`src/rtl/mips_pkg.sv`:
```
// Shared opcode constants and enums for the dual-issue front end.
// Imported by the decoder and the scheduler top.
package mips_pkg;

    localparam logic [5:0] OP_RTYPE = 6'h00;
    localparam logic [5:0] OP_LW    = 6'h23;
    localparam logic [5:0] OP_SW    = 6'h2B;
    localparam logic [5:0] OP_BEQ   = 6'h04;
    localparam logic [5:0] OP_BNE   = 6'h05;
    localparam logic [5:0] OP_ADDI  = 6'h08;

    typedef enum logic {CLS_I, CLS_R} cls_e;

    typedef enum logic [1:0] {EMPTY, ISSUE, LU_STALL} state_e;

endpackage

```
`src/rtl/inst_decode_lite.sv`:
```
// Minimal MIPS decode: issue class, branch flag, source mask and destination.
// Register 0 is dropped from both source mask and destination.
module inst_decode_lite
    import mips_pkg::*;
(
    input  logic [31:11] instr,
    output cls_e         cls,
    output logic         is_branch,
    output logic [31:0]  src,
    output logic [4:0]   dst,
    output logic         dst_vld
);

    logic [5:0] op;
    logic [4:0] rs;
    logic [4:0] rt;
    logic [4:0] rd;

    assign op = instr[31:26];
    assign rs = instr[25:21];
    assign rt = instr[20:16];
    assign rd = instr[15:11];

    always_comb begin
        cls       = (op == OP_RTYPE) ? CLS_R : CLS_I;
        is_branch = (op == OP_BEQ) || (op == OP_BNE);
        src       = '0;
        src[rs]   = 1'b1;
        if (op == OP_RTYPE || op == OP_SW || is_branch)
            src[rt] = 1'b1;
        src[0] = 1'b0;
        dst = '0;
        if (op == OP_RTYPE)
            dst = rd;
        else if (op == OP_LW || op == OP_ADDI)
            dst = rt;
        dst_vld = (dst != 5'd0);
    end

endmodule

```
`src/rtl/dual_issue_scheduler.sv`:
```
// Pair queue between fetch and ID/EX issuing up to one I-class and one
// R-class instruction per cycle in program order.
module dual_issue_scheduler
    import mips_pkg::*;
#(
    parameter int QDEPTH = 4,
    parameter int DW     = 32,
    parameter int CW     = 16
) (
    input  logic                     clk,
    input  logic                     btnc_i,
    input  logic                     fetch_valid,
    input  logic [DW-1:0]            fetch_instr0,
    input  logic [DW-1:0]            fetch_instr1,
    input  logic [DW-1:0]            fetch_pc,
    output logic                     fetch_ready,
    input  logic                     flush,
    input  logic                     ex_memread_i,
    input  logic [4:0]               ex_rt_i,
    output logic                     issue_valid_i,
    output logic [DW-1:0]            issue_instr_i,
    output logic [DW-1:0]            issue_pc_i,
    output logic                     issue_valid_r,
    output logic [DW-1:0]            issue_instr_r,
    output logic [DW-1:0]            issue_pc_r,
    output logic [$clog2(QDEPTH):0]  q_count,
    output logic [CW-1:0]            pair_cnt
);

    localparam int PW = $clog2(QDEPTH);
    localparam logic [PW:0] RDY_MAX = (PW+1)'(QDEPTH - 2);

    logic [DW-1:0] q_instr [QDEPTH];
    logic [DW-1:0] q_pc    [QDEPTH];
    logic [PW-1:0] rd_ptr, wr_ptr, n_ptr;
    logic [PW:0]   count, count_nxt, pops;
    state_e        state, state_nxt;

    logic [DW-1:0] h_instr, n_instr, h_pc, n_pc;
    cls_e          h_cls, n_cls;
    logic          h_br, n_is_branch_unused;
    logic [31:0]   h_src, n_src;
    logic [4:0]    h_dst, n_dst;
    logic          h_dst_vld, n_dst_vld;

    logic push, lu_h, lu_n, conflict, pop_h, pop_n;
    logic set_i, set_r;
    logic [DW-1:0] nxt_instr_i, nxt_pc_i, nxt_instr_r, nxt_pc_r;

    assign n_ptr   = rd_ptr + 1'b1;
    assign h_instr = q_instr[rd_ptr];
    assign n_instr = q_instr[n_ptr];
    assign h_pc    = q_pc[rd_ptr];
    assign n_pc    = q_pc[n_ptr];

    inst_decode_lite u_dec_h (
        .instr     (h_instr[31:11]),
        .cls       (h_cls),
        .is_branch (h_br),
        .src       (h_src),
        .dst       (h_dst),
        .dst_vld   (h_dst_vld)
    );

    inst_decode_lite u_dec_n (
        .instr     (n_instr[31:11]),
        .cls       (n_cls),
        .is_branch (n_is_branch_unused),
        .src       (n_src),
        .dst       (n_dst),
        .dst_vld   (n_dst_vld)
    );

    assign q_count     = count;
    assign fetch_ready = (count <= RDY_MAX);
    assign push        = fetch_valid && fetch_ready && !flush;

    assign lu_h = ex_memread_i && (ex_rt_i != 5'd0) && h_src[ex_rt_i];
    assign lu_n = ex_memread_i && (ex_rt_i != 5'd0) && n_src[ex_rt_i];
    assign conflict = h_dst_vld &&
                      (n_src[h_dst] || (n_dst_vld && n_dst == h_dst));

    assign pop_h = (count != '0) && !lu_h;
    assign pop_n = pop_h && (count >= (PW+1)'(2)) && (n_cls != h_cls)
                   && !h_br && !conflict && !lu_n;

    assign pops = (PW+1)'(pop_h) + (PW+1)'(pop_n);
    assign count_nxt = flush ? '0 :
                       count + (push ? (PW+1)'(2) : '0) - pops;

    // NOPs leave the queue like real instructions but never raise a valid.
    always_comb begin
        set_i       = 1'b0;
        set_r       = 1'b0;
        nxt_instr_i = h_instr;
        nxt_pc_i    = h_pc;
        nxt_instr_r = h_instr;
        nxt_pc_r    = h_pc;
        if (pop_h && h_instr != '0) begin
            if (h_cls == CLS_R) set_r = 1'b1;
            else                set_i = 1'b1;
        end
        if (pop_n && n_instr != '0) begin
            if (n_cls == CLS_R) begin
                set_r       = 1'b1;
                nxt_instr_r = n_instr;
                nxt_pc_r    = n_pc;
            end else begin
                set_i       = 1'b1;
                nxt_instr_i = n_instr;
                nxt_pc_i    = n_pc;
            end
        end
    end

    always_comb begin
        state_nxt = state;
        unique case (state)
            EMPTY:    if (push) state_nxt = ISSUE;
            ISSUE:    if (count_nxt == '0) state_nxt = EMPTY;
                      else if (count != '0 && lu_h) state_nxt = LU_STALL;
            LU_STALL: state_nxt = (count_nxt == '0) ? EMPTY : ISSUE;
            default:  state_nxt = EMPTY;
        endcase
        if (flush) state_nxt = EMPTY;
    end

    always_ff @(posedge clk) begin
        if (push) begin
            q_instr[wr_ptr] <= fetch_instr0;
            q_instr[wr_ptr + 1'b1] <= fetch_instr1;
            q_pc[wr_ptr] <= fetch_pc;
            q_pc[wr_ptr + 1'b1] <= fetch_pc + DW'(4);
        end
    end

    always_ff @(posedge clk or negedge btnc_i) begin
        if (!btnc_i) begin
            state         <= EMPTY;
            rd_ptr        <= '0;
            wr_ptr        <= '0;
            count         <= '0;
            issue_valid_i <= 1'b0;
            issue_instr_i <= '0;
            issue_pc_i    <= '0;
            issue_valid_r <= 1'b0;
            issue_instr_r <= '0;
            issue_pc_r    <= '0;
            pair_cnt      <= '0;
        end else begin
            state <= state_nxt;
            count <= count_nxt;
            if (flush) begin
                rd_ptr        <= wr_ptr;
                issue_valid_i <= 1'b0;
                issue_valid_r <= 1'b0;
            end else begin
                rd_ptr        <= rd_ptr + PW'(pops);
                issue_valid_i <= set_i;
                issue_valid_r <= set_r;
                if (push) wr_ptr <= wr_ptr + PW'(2);
                if (set_i) begin
                    issue_instr_i <= nxt_instr_i;
                    issue_pc_i    <= nxt_pc_i;
                end
                if (set_r) begin
                    issue_instr_r <= nxt_instr_r;
                    issue_pc_r    <= nxt_pc_r;
                end
                if (set_i && set_r && pair_cnt != '1)
                    pair_cnt <= pair_cnt + 1'b1;
            end
        end
    end

endmodule

```
`config.mk`:
```
export PLATFORM = sky130hd
export DESIGN_NAME = dual_issue_scheduler
export DESIGN_NICKNAME = d
export VERILOG_FILES = /design/src/rtl/mips_pkg.sv /design/src/rtl/inst_decode_lite.sv /design/src/rtl/dual_issue_scheduler.sv
export SDC_FILE = /design/constraint.sdc
export NUM_CORES = 1
export LEC_CHECK = 0
export CAP_MARGIN = 20
export CORE_MARGIN = 3
export CORE_UTILIZATION = 45
export DETAILED_ROUTE_END_ITERATION = 8
export PLACE_DENSITY_LB_ADDON = 0.12
export SLEW_MARGIN = 20
export SYNTH_ARGS = -nofsm -noshare
export SYNTH_HDL_FRONTEND = slang
export SYNTH_SLANG_ARGS = --single-unit
```
`constraint.sdc`:
```
create_clock -name clk -period 9 [get_ports clk]
set_input_delay 1.35 -clock clk [delete_from_list [all_inputs] [get_ports clk]]
set_output_delay 1.35 -clock clk [all_outputs]
set_load 0.01 [all_outputs]
```
==> summary.md <==
| Metric | Value |
|---|---|
| Count leader, synth | `edfxtp_1` |
| Grt ovf | `0` |
| Cell taking the most area after synthesis | `edfxtp_1` |
| CP Launch Type | `flop` |
| Hold Fails Final Rpt | `0` |
| Routability cong. | `0.956` |
| Number of max-cap violations | `0` |
| IO Pins | `between 200 and 300` |
| Clock edge transition at the registers on the reported setup and hold paths | `0.05 ns` |
| DRT antenna net count | `0` |
| Cell count after synthesis | `around 1600` |
| Slew Viols, Final | `0` |
| DIE HEIGHT | `221 um` |
| Core area | `45600 um^2` |
| Outcome | `finished, final reports clean` |
| Total GRT Usage | `23.8%` |
| Largest net degree at the start of global routing | `100` |
| Final Critical Period | `6.31 ns` |
| Max-slew headroom | `24.2%` |
| Postcts setup bufs | `0` |
| Post-synth top flop | `edfxtp_1` |
| Placement Rows | `78` |
| Power per Cell Area | `just over 300 nW/um^2` |
| Critical path class | `reg2reg` |
| Sequential area share after synthesis | `54.6%` |
| Mux contribution to synthesized area | `18.9%` |
| WL final | `58600 um` |
| Die Wd | `221 um` |
| Top-area cell type share of the netlist area | `36.4%` |
| Input/output buffers | `255` |
| Min Hold Slack | `0.483 ns` |
| Simple-gate area share of the yosys netlist | `10.7%` |
| Clock Path Buffers | `3` |
| Placed Area | `between 20000 and 25000 um^2` |
| HP Class | `reg2reg` |
| Root Driver | `clkbuf_16` |
| Max Clk Rate | `159 MHz` |
| Iteration-0 DRC Markers | `1109` |
| Post-Place Worst Slack | `between 2 and 2.5 ns` |
| Vias | `~15000` |
| Worst IR Drop VDD | `0.204 mV` |
| Critical Path AT | `6.73 ns` |
| HPWL after DPL | `39800 um` |
| Syn_area_per_cell | `12.9 um^2` |
| CTS tree | `yes` |
| Post-Synth XOR/XNOR Area | `2.57%` |
| CTS Sinks | `404` |
| H-Tree Depth | `2` |
| Ranking of synthesized cells by area | `edfxtp_1 36%, dfrtp_1 18%, mux4_2 10%, mux2i_1 5.6%, nor2_1 2.4%` |
| Required @ worst endpoint | `~9.4 ns` |
| Synth unique cells | `99` |
| Initial DRT Pass Iterations | `6` |
| Post-CTS Resized | `0` |
| Vias in the first global route | `roughly 15000` |
| Main combinational cell family by area after synthesis | `multiplexers` |
| Final setup fails | `0` |
| CTS Hold Bufs | `0` |
| Initial Util | `a little under half` |
| Drt wl/cell | `between 20 and 25 um` |
| CTS buffer count | `45` |
| Final net count | `1947` |
| Worst setup EP type | `flop` |
| Total power | `7.76 mW` |
| Final worst path period share | `between 70 and 80%` |
| Post-synth net total | `1731` |
| DRC violations left | `0` |
| Initial antenna violation count | `0` |
| Clock latency on the worst-skew pair | `0.58 ns` |
| Clock Skew | `~0.021 ns` |
| Final instance area | `25200 um^2` |
| First-pass GRT wire length | `roughly 90000 um` |
| Async S/R FF share, synth | `37.6%` |
| Worst slew pin tran | `1.13 ns` |
| Final setup TNS | `0 ns` |
| Share of cells above drive strength 1 | `13.4%` |
| Yosys warnings | `0` |
| Number of synthesized flops with an enable pin | `252` |
| Synth cell count leaders | `252 x edfxtp_1, 152 x dfrtp_1, 133 x nor2_1` |
| Pleak | `between 9 and 10 nW` |
| Area Overhead vs Synth | `20.8%` |
| Vias/cell | `roughly 5.9` |
| Yosys reg bits | `slightly above 400` |
| Crit Path Max Fanout | `43` |
| RSZ-0062 raised after global routing | `false` |
| Netlist Area Pre-Place | `20800 um^2` |
| Post-Synth Adder-Cell Area | `0.457%` |
| Compound-Gate Fraction of Synth Area | `about a tenth` |
| DIE AREA | `about 49000 um^2` |
| Ant diodes | `0` |
| Final setup margin | `2.69 ns` |
[through the flow]
step / utilization [%] / cells
after global routing: 55.2 / 2469
after floorplan: - / 1618
after CTS: 55.1 / 2468
after global placement: 52.1 / 2386
after detailed placement: 52.1 / 2386
final: 55.2 / 2469
[worst max-delay path: stages (launching register included)]
cell       delay (ns)
dfrtp_4          0.94
mux4_2           0.65
or2_1            0.33
o32ai_4          0.35
buf_4            0.36
nand3_1          0.14
and3_1           0.22
a2111oi_0        0.55
and4bb_1         0.36
o211ai_4         0.42
or2_0            0.42
inv_1            0.09
ha_1             0.22
inv_1            0.07
fa_1             0.42
ha_1             0.22
xnor2_1          0.17
xnor2_1          0.15
nor2_1           0.06
[registers in the layout (all words and copies together) (netlist names)]
signal	count
q_instr	128
q_pc	124
issue_pc_r	32
issue_valid_r	1
wr_ptr	1
issue_valid_i	1
pair_cnt	16
rd_ptr	2
q_count	3
issue_pc_i	32
issue_instr_i	32
issue_instr_r	32
[per-layer routing]
metal	track usage, %	vias to the layer above	routed length, um
met5	0	-	0
met4	6.21	0	1520
met1	32.4	7400	25100
met3	5.01	103	3800
met2	39.2	485	28200
li1	-	6647	-
[worst paths after layout]
kind                                   startpoint                 to  slack (ns)  cells after the start
worst max register to register          rd_ptr[0]         q_count[2]        2.69                     18
worst min register to register  issue_instr_i[29]  issue_instr_i[29]        0.48                      1
worst max-delay path                    rd_ptr[0]         q_count[2]        2.69                     18
max in group asynchronous                  btnc_i      issue_pc_r[2]        6.66                      2
min in group asynchronous                  btnc_i       pair_cnt[10]        0.89                      1
worst min-delay path            issue_instr_i[29]  issue_instr_i[29]        0.48                      1
[final cells by class]
class / count / area [um^2]
flip-flops and latches: 404 / 11400
repair buffers: 274 / 2720
clock inverters: 13 / 77.6
clock buffers: 69 / 1310
well taps: 600 / 751
inverters: 32 / 120
multi-input cells: 1077 / 8790
fillers: 3840 / 20400
[power breakdown]
group	switching [mW]	internal, mW	total, mW
clock	0.717	1.00	1.72
sequential	0.336	2.42	2.76
combinational	1.80	1.49	3.29
[placed cells by master, fill, tap and decap left out, types with 6 or more instances in the layout]
cell,Yosys,routed
clkbuf_8,0,7
a2bb2oi_1,7,7
o22ai_1,9,9
buf_4,5,17
mux2_2,43,43
mux4_2,93,93
mux2i_1,116,116
edfxtp_1,252,252
a32oi_1,11,11
o211ai_1,6,6
nand3_1,45,45
a31oi_1,19,19
nor2b_1,16,16
nor3b_1,7,7
o21ai_0,31,31
inv_1,29,29
clkbuf_16,0,46
xor2_1,11,11
o21ai_1,48,48
nand4_1,33,33
nor2_1,133,132
nand2_1,123,123
xnor2_1,50,50
clkinv_1,2,7
mux2_1,17,17
dfrtp_1,152,150
clkbuf_1,48,16
nor3_1,10,10
and3b_1,6,6
ha_1,6,6
o2bb2ai_1,6,6
o21bai_1,6,6
a211oi_1,7,7
and3_1,16,16
a21oi_1,82,82
clkdlybuf4s50_1,0,254
[cell families after synthesis]
logic type / Yosys count
compound gates: 294
fa+ha+maj: 7
simple gates: 446
buf+inv: 137
mux: 269
xor+xnor: 61
flops: 404
Power figures use the tool's default switching activity.
